## src/rtl/axis_frame_pkg.sv

```systemverilog
// Shared types and helpers for the AXI-Stream frame packer.
package axis_frame_pkg;

    typedef enum logic [1:0] {
        IDLE = 2'd0,
        HDR  = 2'd1,
        PAY  = 2'd2
    } state_e;

    localparam logic [15:0] HDR_MAGIC_DEFAULT = 16'hA5A5;
    localparam int          AXIS_DATA_W       = 32;

    function automatic logic [31:0] build_header(input logic [15:0] magic,
                                                 input logic [15:0] seq);
        return {magic, seq};
    endfunction

endpackage

```

## src/rtl/axis_frame_packer_if.sv

```systemverilog
// AXI-Stream bundle used on both sides of the frame packer.
interface axis_frame_packer_if
    import axis_frame_pkg::*;
#(
    parameter int DATA_W = AXIS_DATA_W
) ();

    logic              tvalid;
    logic              tready;
    logic [DATA_W-1:0] tdata;
    logic              tlast;

    modport master (
        output tvalid,
        output tdata,
        output tlast,
        input  tready
    );

    modport slave (
        input  tvalid,
        input  tdata,
        input  tlast,
        output tready
    );

endinterface

```

## src/rtl/axis_out_reg.sv

```systemverilog
// Single-stage AXI-Stream register slice: loads a word, holds it while stalled,
// and drops valid once the word is taken with nothing new behind it.
module axis_out_reg
    import axis_frame_pkg::*;
#(
    parameter int DATA_W = AXIS_DATA_W
) (
    input  logic              clk,
    input  logic              rst,
    input  logic              load,
    input  logic [DATA_W-1:0] load_data,
    input  logic              load_last,
    input  logic              tready,
    output logic              tvalid,
    output logic [DATA_W-1:0] tdata,
    output logic              tlast,
    output logic              out_free
);

    logic              tvalid_q, tvalid_d;
    logic [DATA_W-1:0] tdata_q,  tdata_d;
    logic              tlast_q,  tlast_d;

    // The slot is free when empty or when its word leaves this cycle.
    assign out_free = !tvalid_q || tready;

    always_comb begin
        tvalid_d = tvalid_q;
        tdata_d  = tdata_q;
        tlast_d  = tlast_q;
        if (load) begin
            tvalid_d = 1'b1;
            tdata_d  = load_data;
            tlast_d  = load_last;
        end else if (tready) begin
            tvalid_d = 1'b0;
        end
    end

    always_ff @(posedge clk) begin
        if (rst) begin
            tvalid_q <= 1'b0;
            tdata_q  <= '0;
            tlast_q  <= 1'b0;
        end else begin
            tvalid_q <= tvalid_d;
            tdata_q  <= tdata_d;
            tlast_q  <= tlast_d;
        end
    end

    assign tvalid = tvalid_q;
    assign tdata  = tdata_q;
    assign tlast  = tlast_q;

endmodule

```

## src/rtl/axis_frame_packer.sv

```systemverilog
// Wraps a headerless sample stream into frames of one header word plus
// FRAME_LEN payload words, with frame and drop counters for status readback.
module axis_frame_packer
    import axis_frame_pkg::*;
#(
    parameter int          FRAME_LEN = 2304,
    parameter logic [15:0] HDR_MAGIC = HDR_MAGIC_DEFAULT,
    parameter int          CNT_W     = 16
) (
    input  logic                axis_clk,
    input  logic                rst,
    input  logic                enable,
    axis_frame_packer_if.slave  s_axis,
    axis_frame_packer_if.master m_axis,
    output logic                busy,
    output logic [CNT_W-1:0]    frame_cnt,
    output logic [CNT_W-1:0]    drop_cnt
);

    localparam int              WC_W     = $clog2(FRAME_LEN);
    localparam logic [WC_W-1:0] LAST_IDX = WC_W'(FRAME_LEN - 1);

    state_e            state_q, state_d;
    logic [CNT_W-1:0]  seq_q, seq_d;
    logic [WC_W-1:0]   word_cnt_q, word_cnt_d;
    logic [CNT_W-1:0]  frame_cnt_q, frame_cnt_d;
    logic [CNT_W-1:0]  drop_cnt_q, drop_cnt_d;

    logic              load;
    logic [31:0]       load_data;
    logic              load_last;
    logic              out_free;
    logic              s_ready;

    always_comb begin
        state_d     = state_q;
        seq_d       = seq_q;
        word_cnt_d  = word_cnt_q;
        frame_cnt_d = frame_cnt_q;
        drop_cnt_d  = drop_cnt_q;
        load        = 1'b0;
        load_data   = '0;
        load_last   = 1'b0;
        s_ready     = 1'b0;

        case (state_q)
            IDLE: begin
                if (enable) begin
                    state_d = HDR;
                end else if (s_axis.tvalid && (drop_cnt_q != '1)) begin
                    drop_cnt_d = drop_cnt_q + 1'b1;
                end
            end
            HDR: begin
                if (out_free) begin
                    load       = 1'b1;
                    load_data  = build_header(HDR_MAGIC, 16'(seq_q));
                    word_cnt_d = '0;
                    state_d    = PAY;
                end
            end
            PAY: begin
                // Upstream ready follows the output slot directly; no skid buffer.
                s_ready = out_free;
                if (s_axis.tvalid && out_free) begin
                    load       = 1'b1;
                    load_data  = s_axis.tdata;
                    load_last  = (word_cnt_q == LAST_IDX);
                    word_cnt_d = word_cnt_q + 1'b1;
                    if (word_cnt_q == LAST_IDX) begin
                        word_cnt_d  = '0;
                        seq_d       = seq_q + 1'b1;
                        frame_cnt_d = frame_cnt_q + 1'b1;
                        state_d     = IDLE;
                    end
                end
            end
            default: begin
                state_d = IDLE;
            end
        endcase
    end

    always_ff @(posedge axis_clk) begin
        if (rst) begin
            state_q     <= IDLE;
            seq_q       <= '0;
            word_cnt_q  <= '0;
            frame_cnt_q <= '0;
            drop_cnt_q  <= '0;
        end else begin
            state_q     <= state_d;
            seq_q       <= seq_d;
            word_cnt_q  <= word_cnt_d;
            frame_cnt_q <= frame_cnt_d;
            drop_cnt_q  <= drop_cnt_d;
        end
    end

    axis_out_reg #(
        .DATA_W (32)
    ) u_out_reg (
        .clk       (axis_clk),
        .rst       (rst),
        .load      (load),
        .load_data (load_data),
        .load_last (load_last),
        .tready    (m_axis.tready),
        .tvalid    (m_axis.tvalid),
        .tdata     (m_axis.tdata),
        .tlast     (m_axis.tlast),
        .out_free  (out_free)
    );

    assign s_axis.tready = s_ready;
    assign busy          = (state_q != IDLE);
    assign frame_cnt     = frame_cnt_q;
    assign drop_cnt      = drop_cnt_q;

endmodule

```

## src/flat_wrapper.sv

```systemverilog
// flat-port wrapper written by rule: the top's interface ports become plain ports
module axis_frame_packer_flat import axis_frame_pkg::*;
#(
    parameter int          FRAME_LEN = 2304,
    parameter logic [15:0] HDR_MAGIC = HDR_MAGIC_DEFAULT,
    parameter int          CNT_W     = 16
)
  (axis_clk, rst, enable, busy, frame_cnt, drop_cnt, s_axis_tvalid, s_axis_tdata, s_axis_tlast, s_axis_tready, m_axis_tvalid, m_axis_tdata, m_axis_tlast, m_axis_tready);
  axis_frame_packer_if s_axis_i ();
  axis_frame_packer_if m_axis_i ();
  input  logic axis_clk;
  input  logic rst;
  input  logic enable;
  output logic busy;
  output logic [CNT_W-1:0] frame_cnt;
  output logic [CNT_W-1:0] drop_cnt;
  input wire logic [$bits(s_axis_i.tvalid)-1:0] s_axis_tvalid;
  input wire logic [$bits(s_axis_i.tdata)-1:0] s_axis_tdata;
  input wire logic [$bits(s_axis_i.tlast)-1:0] s_axis_tlast;
  output wire logic [$bits(s_axis_i.tready)-1:0] s_axis_tready;
  output wire logic [$bits(m_axis_i.tvalid)-1:0] m_axis_tvalid;
  output wire logic [$bits(m_axis_i.tdata)-1:0] m_axis_tdata;
  output wire logic [$bits(m_axis_i.tlast)-1:0] m_axis_tlast;
  input wire logic [$bits(m_axis_i.tready)-1:0] m_axis_tready;
  assign s_axis_i.tvalid = s_axis_tvalid;
  assign s_axis_i.tdata = s_axis_tdata;
  assign s_axis_i.tlast = s_axis_tlast;
  assign s_axis_tready = s_axis_i.tready;
  assign m_axis_tvalid = m_axis_i.tvalid;
  assign m_axis_tdata = m_axis_i.tdata;
  assign m_axis_tlast = m_axis_i.tlast;
  assign m_axis_i.tready = m_axis_tready;
  axis_frame_packer #(.FRAME_LEN(FRAME_LEN), .HDR_MAGIC(HDR_MAGIC), .CNT_W(CNT_W)) u_core (.axis_clk(axis_clk), .rst(rst), .enable(enable), .s_axis(s_axis_i), .m_axis(m_axis_i), .busy(busy), .frame_cnt(frame_cnt), .drop_cnt(drop_cnt));
endmodule
```

## config.mk

```make
export PLATFORM = sky130hd
export DESIGN_NAME = axis_frame_packer_flat
export DESIGN_NICKNAME = d
export VERILOG_FILES = /design/src/rtl/axis_frame_pkg.sv /design/src/rtl/axis_frame_packer_if.sv /design/src/rtl/axis_out_reg.sv /design/src/rtl/axis_frame_packer.sv /design/src/flat_wrapper.sv
export SDC_FILE = /design/constraint.sdc
export NUM_CORES = 1
export LEC_CHECK = 0
export CAP_MARGIN = 10
export CORE_AREA = 4 4 102 104
export CTS_CLUSTER_SIZE = 8
export DETAILED_ROUTE_END_ITERATION = 12
export DIE_AREA = 0 0 106 108
export PLACE_DENSITY = 0.75
export SLEW_MARGIN = 25
export SYNTH_ARGS = -nofsm -noshare
export SYNTH_HDL_FRONTEND = slang
export SYNTH_HIERARCHICAL = 1
export SYNTH_SLANG_ARGS = --single-unit
```

## constraint.sdc

```tcl
create_clock -name axis_clk -period 3.2 [get_ports axis_clk]
set_input_delay 0.64 -clock axis_clk [delete_from_list [all_inputs] [get_ports axis_clk]]
set_output_delay 0.64 -clock axis_clk [all_outputs]
set_load 0.02 [all_outputs]
```

# --- Yosys cells after proc, flatten, opt, wreduce, memory -nomap -nowiden ---
# Cells that the tools add are included.
totals:
  mem_bits_ro: 0
  inputBits: 38
  ramBits: 0
  elab_cells: 53
  latch_bits: 0
  out_inout_bits: 68
  mem_count: 0
  register_bits: 96
op_classes:
  eq_ne: 8
  div: 0
  shifts: 0
  multipliers: 0
  add_sub_neg: 4
  reduce_logical: 12
  n_lt_le_gt_ge: 0
  mux: 20
  n_bitwise: 1
ops:
  columns: ["op", "n"]
  rows:
  - ["two-way mux 32 bit", 2]
  - ["one-hot mux 32 bit (2 select lines)", 1]
  - ["adder 16 x 1 -> 16 bit, second input constant", 3]
  - ["two-way mux 12 bit", 3]
  - ["one-hot mux 12 bit (2 select lines)", 1]
  - ["inequality test 16 bit, second input constant", 1]
  - ["adder 12 x 1 -> 12 bit, second input constant", 1]
  - ["equality test 12 bit, second input constant", 1]
  - ["AND reduction 3 bit", 3]
  - ["two-way mux 2 bit", 4]
  - ["two-way mux 1 bit", 7]
  - ["inequality test 2 x 1 -> 1 bit, second input constant", 3]
  - ["one-hot mux 2 bit (3 select lines)", 1]
  - ["nonzero test 2 bit", 3]
  - ["AND reduction 4 bit", 1]
  - ["equality test 2 x 1 -> 1 bit, second input constant", 1]
  - ["equality test 2 bit, second input constant", 1]
  - ["logical AND 1 bit", 2]
  - ["logical NOT 2 bit", 1]
  - ["inequality test 2 bit, second input constant", 1]
  - ["one-hot mux 1 bit (2 select lines)", 1]
  - ["logical NOT 1 bit", 1]
  - ["logical OR 1 bit", 1]
  - ["inverter 1 bit", 1]

# --- Logic depth before layout (Yosys ltp) ---
depth:
  depth_word: 6
  ltp_mapped: 12
  ltp_nobuf: 7

# --- By module ---
# Netlist, hierarchy kept.
by_module_without_submodules:
  columns: ["mod", "cells_per_inst", "n_inst", "seq_area_each_um2", "area_each_um2"]
  rows:
  - ["axis_frame_packer", 418, 1, 1241.2, 3393.3]
  - ["axis_out_reg", 111, 1, 680.7, 1238.7]

# --- Least setup slack after synthesis ---
# Ideal clock, no wire load.
synth_timing:
  kind: "input-to-reg"
  startpoint: "input m_axis_tready"
  endpoint: "register u_core.u_out_reg.tdata_q[16] (netlist: u_core/u_out_reg/tdata[16])"
  path_slack_ps: 695
  path_stages: 11
  arrival_time_ps: 2378
  path_buffers: 5
  required_time_ps: 3072
  setup_ps: 128
  path_cell_list: "nand2b_1 clkbuf_1 and3_1 buf_2 and2_1 clkbuf_1 or2_2 buf_6 buf_12 mux2i_1 nor2_1"
synth_via:
  elab_chain_len: 4
  elab_cells_between_ends: 8
  cone_classes: "mux (6); reduce/logical (2)"
synth_lines:
  columns: ["element", "line_no", "rtl"]
  rows:
  - ["from (decl)", "flat_wrapper.sv:24", "input wire logic [$bits(m_axis_i.tready)-1:0] m_axis_tready;"]
  - ["logical OR 1 bit (*)", "axis_out_reg.sv:25", "assign out_free = !tvalid_q || tready;"]
  - ["logical AND 1 bit", "axis_frame_packer.sv:65", "if (s_axis.tvalid && out_free) begin"]
  - ["two-way mux 1 bit", "axis_frame_packer.sv:65", null]
  - ["one-hot mux 1 bit (2 select lines) (*)", "axis_frame_packer.sv:46", "case (state_q)"]
  - ["named net u_core.load", "axis_frame_packer.sv:29", "logic load;"]
  - ["to (signal assigned)", "axis_out_reg.sv:47", "tdata_q <= tdata_d;"]
  - ["to (decl)", "axis_out_reg.sv:21", "logic [DATA_W-1:0] tdata_q, tdata_d;"]
# Mark *: on every way through the listed nets, which the timed path passes. The rest lies on a longest branch.
# A chain may end at the register's enable or synchronous reset.

# --- Worst setup path in the final report ---
layout_timing:
  startpoint: "input m_axis_tready"
  endpoint: "output s_axis_tready"
layout_via:
  elab_chain_len: 2
layout_lines:
  columns: ["element", "line_no", "rtl"]
  rows:
  - ["logical OR 1 bit", "axis_out_reg.sv:25", null]
  - ["named net u_core.out_free", "axis_frame_packer.sv:32", "logic out_free;"]
  - ["two-way mux 1 bit", "axis_frame_packer.sv:46", null]
  - ["to (decl)", "flat_wrapper.sv:20", "output wire logic [$bits(s_axis_i.tready)-1:0] s_axis_tready;"]
# The timed path passes the listed nets, and every way through them passes these cells.

==> out/results.tsv <==
stage	metric	value	unit
route	final WL	10.6	mm
route	DRT Pass-1 Iters	4	
pwr	Leakage	2.01	nW
critical_path	Reg2Reg Depth	6	
critical_path	CP Capture Type	primary output	
yosys	multiplexer area fraction after synthesis	8.02	%
timing	worst-margin pin slew	753	ps
critical_path	Startpoint Class	input port	
placement	dpl cell area	0.00576	mm2
yosys	Post-synth EDFFs	0	
timing	unrepaired setup endpoints after global routing	no	
yosys	top cells by area, synth	dfxtp_1 (41%), xnor2_1 (7.9%), mux2i_1 (7.8%)	
timing	Slew Viols, Final	0	
timing	Max transition margin	49.4	%
route	detailed-route via count	4003	
timing	setup_tns	0	ps
critical_path	CP endpoint	s_axis_tready	
placement	routability congestion estimate from global placement	0.839	
timing	fmax	0.363	GHz
pwr	PD cells	471	mW/mm2
yosys	Distinct cells, synth	45	
yosys	dominant cell type by area after synthesis	dfxtp_1	
critical_path	origin of the worst setup path	m_axis_tready	
critical_path	Worst Setup Path Type	input port to primary output	
die	core footprint	0.00955	mm2
route	WL/cell	14.0	um
placement	DP HPWL	7.53	mm
critical_path	Critical-path top delay cell	clkdlybuf4s50_1	
clocking	Post-CTS Setup Bufs	0	
timing	Hold Fails Final Rpt	0	
critical_path	worst-path cell chain	clkdlybuf4s50_1 -> nand2b_1 -> buf_4 -> and2_1 -> clkdlybuf4s50_1	
yosys	cell with the most instances after synthesis	dfxtp_1	
yosys	synthesized netlist cell count	529	
clocking	Clock Sinks	96	
critical_path	worst r2r dst	u_core/frame_cnt[10]	
status	status	completed	
placement	IO buf count	104	
layout	area of the multi-input gates	0.00250	mm2
yosys	asr flop ratio synth	0	%
timing	hold slack	499	ps
clocking	CTS buffer count	9	
grt	largest net degree at the start of global routing	44	
critical_path	most used cell, CP	clkdlybuf4s50_1	
clocking	clk buf depth	2	
clocking	post-CTS sizing	0	
critical_path	reg2reg setup slack	970	ps
yosys	Synth Area in Compound Gates	8.35	%
critical_path	WP data required	2560	ps
yosys	register area share after synthesis	41.5	%
critical_path	Worst Path Max Fanout	10	
min_path	HP Class	flip-flop to flip-flop	
grt	Total GRT Usage	19.2	%
clocking	CTS H-tree lvls	3	
die	DIE AREA	0.0114	mm2
yosys	synth cell count leaders	dfxtp_1 (96), nor2_1 (93), xnor2_1 (42)	
layout	final net count	671	
clocking	cts hold-fix bufs	0	
pwr	Pwr Total	2.82	mW
timing	fin crit period	2750	ps
die	Chip Width	106	um
layout	fillers	838	
route	Residual DRC	0	
critical_path	Critical R2R Launch	u_core/word_cnt_q[0]	
timing	final period utilization	86.0	%
yosys	syn_area_per_cell	8.76	um2
yosys	Yosys top cell area share	41.5	%
yosys	simple-gate share of the synthesized area	26.3	%
timing	Final Skew	9.25	ps
layout	fin area	0.00598	mm2
timing	setup violators final	0	
die	floorplan row count	36	
min_path	hold depth	2	
grt	first-pass GRT wire length	18.2	mm
yosys	net count after synthesis	575	
die	IO Pins	106	
layout	Reg area	0.00192	mm2
grt	gr ovfl total	0	
yosys	area share of fa/ha/maj cells after synthesis	2.16	%
die	Die Y	108	um
grt	vias in the first global route	3847	
grt	initial antenna violation count	0	
clocking	clk_lat worst skew	360	ps
clocking	clock tree root buffer cell	clkbuf_8	
layout	ANT cells	0	
yosys	combinational family with the most area after synthesis	simple AND/OR/NAND/NOR gates	
die	Initial Util	48.5	%
yosys	Seq cells post-synth	96	
yosys	xor and xnor area share after synthesis	9.08	%
yosys	ys flop type	dfxtp_1	
pwr	maximum vdd drop	0.309	mV
layout	P&R area growth vs syn	29.0	%
clocking	Reg clk slew, reported paths	80	ps
yosys	Syn. warnings	6	
route	Post-DRT Antenna Nets	0	
route	Iteration-0 DRC Markers	176	
clocking	CTS tree	done	
layout	final core occ	62.6	%
critical_path	slowest stage delay, CP	600	ps
route	Vias per Instance	5.25	
job	max cap viols	0	
yosys	Synth Cell Area	0.00463	mm2
critical_path	CP arrival	2110	ps
layout	share of cells above drive strength 1	5.72	%
per-stage QoR:
stage,cells,worst slack [ps]
floorplan,529,695
detailed placement,747,335
global route,762,380
CTS,762,441
global placement,747,382
finish,762,448
cell type report:
cell class              instances  area share [%]
well taps                     133            2.78
clock buffers                  10            2.30
inverters                      11           0.691
repair buffers                115            18.9
flip-flops and latches         96            32.2
clock inverters                 5            1.36
multi-input cells             392            41.8
state kept, by name (all words and copies together) (netlist names):
signal and count:
u_core/drop_cnt 16, u_core/word_cnt_q 12, u_core/u_out_reg/tlast 1, u_core/state_q 2, u_core/u_out_reg/tdata 32, u_core/frame_cnt 16
u_core/u_out_reg/tvalid 1, u_core/seq_q 16
worst min path at each step:
stage / from / endpoint
detailed placement: u_core/u_out_reg/tdata[20] / u_core/u_out_reg/tdata[20]
global route: u_core/word_cnt_q[1] / u_core/word_cnt_q[1]
floorplan: u_core/word_cnt_q[1] / u_core/word_cnt_q[1]
CTS: u_core/u_out_reg/tdata[20] / u_core/u_out_reg/tdata[20]
finish: u_core/u_out_reg/tdata[20] / u_core/u_out_reg/tdata[20]
global placement: u_core/word_cnt_q[1] / u_core/word_cnt_q[1]
kinds of logic after synthesis:
group,Yosys count
simple gates,245
flops,96
compound gates,54
xor+xnor,48
buf+inv,41
mux,37
fa+ha+maj,8
report_power, final:
group / switching (mW) / internal, mW
Sequential: 0.0245 / 1.23
Combinational: 0.384 / 0.305
Clock: 0.418 / 0.458
Total: 0.826 / 1.99
worst max-delay path, delay by kind of cell:
family	cells	cell delay [ps]
simple gates	2	260
buf+inv	3	1210
cell usage in the layout, fill, tap and decap left out, types with 6 or more instances in the layout:
master and instances:
a211oi_1 6, a21boi_0 6, a21oi_1 14, a22o_1 16, and2_1 6, and3_1 18, buf_4 10, clkbuf_8 10
clkdlybuf4s50_1 103, dfxtp_1 96, ha_1 8, inv_1 11, mux2i_1 36, nand2_1 34, nand3_1 27, nand4_1 7
nor2_1 93, nor3_1 18, nor4_1 17, xnor2_1 42, xor2_1 6
layer usage:
metal | global-route usage [%] | vias to the layer above | share of wire (%)
li1 | - | 2024 | -
met1 | 25.9 | 1855 | 48
met2 | 30.6 | 109 | 45
met3 | 4.00 | 15 | 5.3
met4 | 6.85 | 0 | 1.7
met5 | 0 | - | 0
Note: power is estimated with default switching activity, not from simulation.
==> patch (same settings) <==
The 3 states of `state_e` get a one-hot encoding in 3 bits.
--- a/src/rtl/axis_frame_pkg.sv
+++ b/src/rtl/axis_frame_pkg.sv
@@ -1,10 +1,10 @@
 // Shared types and helpers for the AXI-Stream frame packer.
 package axis_frame_pkg;
 
-    typedef enum logic [1:0] {
-        IDLE = 2'd0,
-        HDR  = 2'd1,
-        PAY  = 2'd2
+    typedef enum logic [2:0] {
+        IDLE = 3'b001,
+        HDR  = 3'b010,
+        PAY  = 3'b100
     } state_e;
 
     localparam logic [15:0] HDR_MAGIC_DEFAULT = 16'hA5A5;
Behaviour: same outputs for any inputs over 10 cycles, from zero or initial values and one cycle with rst high; not proved beyond that.
==> patch against the original RTL <==
Wire length is 3.4% higher; sequential cell count is 1 higher; area after synthesis is 0.14% lower; setup slack worse by 0.039 ns; synthesized cell count is 3.8% lower; cell area is 0.27% lower; critical endpoint unchanged.
Power is not compared: it rests on default switching activity, and its combinational part moved more than twofold at a synthesized area within 25%.
==> patch: results (changes against the original RTL) <==
- Status: completed (unchanged)
- Pre-Repair DR Iteration Count: 5 (was 4)
- Largest net degree at the start of global routing: 37 (was 44)
- CTS root buffer: clkbuf_8 (unchanged)
- Yosys cell types: 45 (unchanged)
- DPL Wire Length: 7840 um (was 7530 um)
- Leak Pwr: 2.08 nW
- Syn Nets: 551 (was 575)
- First-pass GRT wire length: 18600 um (was 18200 um)
- Sequential area share after synthesis: 42.0% (was 41.5%)
- ANT cells: 0 (unchanged)
- H-tree depth: 3 (unchanged)
- CP max stage cell: clkdlybuf4s50_1 (unchanged)
- Max clock buf depth: 2 (unchanged)
- Crit-path max cell delay: 0.61 ns
- Iteration-0 DRC Markers: 138 (was 176)
- Filler cells: 849 (was 838)
- Hold path startpoint: u_core/u_out_reg/tdata[19] (was u_core/u_out_reg/tdata[20])
- Top cells by area in the synthesized netlist: dfxtp_1, mux2i_1, nor2_1 (was dfxtp_1, xnor2_1, mux2i_1)
- Post-CTS Setup Repair Bufs: 0 (unchanged)
- Total GRT Usage: 19.8% (was 19.2%)
- Clock latency on the worst-skew pair: 0.36 ns (about the same)
- Final GP Congestion: 0.872 (was 0.839)
- Worst IR Drop VDD: 0.000174 V
- Hold WC Path Type: flip-flop to flip-flop (unchanged)
- Port Buf Inserts: 104 (unchanged)
- Wirelength per Cell: 14.7 um (was 14.0 um)
- Post-synth ARST share: 0% (unchanged)
- R2R Path Start: u_core/word_cnt_q[0] (unchanged)
- Worst-path clk slew: 0.08 ns (about the same)
- Via Count: 3895 (was 4003)
- Pre-CTS setup slack: 0.285 ns (was 0.335 ns)
- CTS Buf Count: 9 (unchanged)
- Post-CTS sizing: 0 (unchanged)
- Layout cells sized above 1: 7.33% (was 5.72%)
- R2r setup slk: 0.71 ns (was 0.97 ns)
- Synth warn: 6 (unchanged)
- List of most frequent post-synthesis cells: dfxtp_1, nor2_1, xnor2_1 (unchanged)
- Number of global-route vias before repair: 3802 (was 3847)
- Max FO, Critical Path: 6 (was 10)
- Initial antenna violation count: 0 (unchanged)
- Final #Nets: 651 (was 671)
- Crit path DAT: 2.15 ns (was 2.11 ns)
- Final Skew: 0.0136 ns (was 0.00925 ns)
- Setup crit start: m_axis_tready (unchanged)
- Max reg flops: 32 (unchanged)
- Post-route minimum period: 2.79 ns (was 2.75 ns)
- Actual slew at the worst max-slew pin: 0.646 ns (was 0.753 ns)
[patch: changes by cell type after synthesis, sizes merged, moves of 4 or more]
cell / unedited run / this run
ha: 8 / 4
nor3: 18 / 27
and4: 3 / 7
nand3: 27 / 23
nor4: 17 / 8
a21o: 2 / 9
and3: 18 / 11
or2: 4 / 0
o21ai: 4 / 8
clkbuf: 20 / 14
nand2: 34 / 25
a21boi: 6 / 1
a211oi: 6 / 2
[patch: cell type report]
type,count,area share [%]
multi-input combinational,373,41.3
sequential,97,32.6
timing repair buffer,116,19.3
tap,133,2.79
clock buffer,11,2.37
clock inverter,5,0.924
inverter,12,0.756
[patch: final timing paths]
kind	end	cells after the start
min	u_core/u_out_reg/tdata[19]	2
max	s_axis_tready	4
min reg2reg	u_core/u_out_reg/tdata[19]	2
max reg2reg	u_core/word_cnt_q[7]	7
[patch: cells by family after synthesis]
| group | Yosys count | share of synthesized area [%] |
|---|---|---|
| simple gates | 229 | 26.6 |
| mux | 37 | 8.06 |
| buf+inv | 39 | 5.09 |
| flops | 97 | 42.0 |
| xor+xnor | 47 | 8.90 |
| fa+ha+maj | 4 | 1.08 |
| compound gates | 56 | 8.30 |
[patch: power by group]
part           leakage [nW]  internal [mW]  switching [mW]
Clock                0.0953          0.381           0.416
Sequential            0.782           1.21         0.00695
Combinational          1.21         0.0735          0.0674
[patch: metrics by stage]
stage / hold WS, ns / std cells / power [mW] / cell area (sq um) / util (%)
global placement: 0.473 / 731 / 1.39 / 5760 / 60.4
global route: 0.527 / 747 / 2.24 / 5960 / 62.4
detailed placement: 0.482 / 731 / 1.39 / 5760 / 60.4
finish: 0.495 / 747 / 2.16 / 5960 / 62.4
CTS: 0.502 / 747 / 2.18 / 5960 / 62.4
floorplan: 0.470 / 509 / 1.32 / 4630 / -
[patch: worst max-delay path, delay by kind of cell]
family	cells	cell delay (ns)
buffers and inverters	2	1.08
AND/OR/NAND/NOR	2	0.42
[patch: layer usage]
metal / share of wire [%] / GRT usage [%] / up-vias
li1: - / - / 1958
met1: 46 / 25.7 / 1840
met2: 47 / 32.4 / 85
met3: 4.8 / 4.24 / 12
met4: 1.4 / 7.77 / 0
met5: 0 / 0 / -
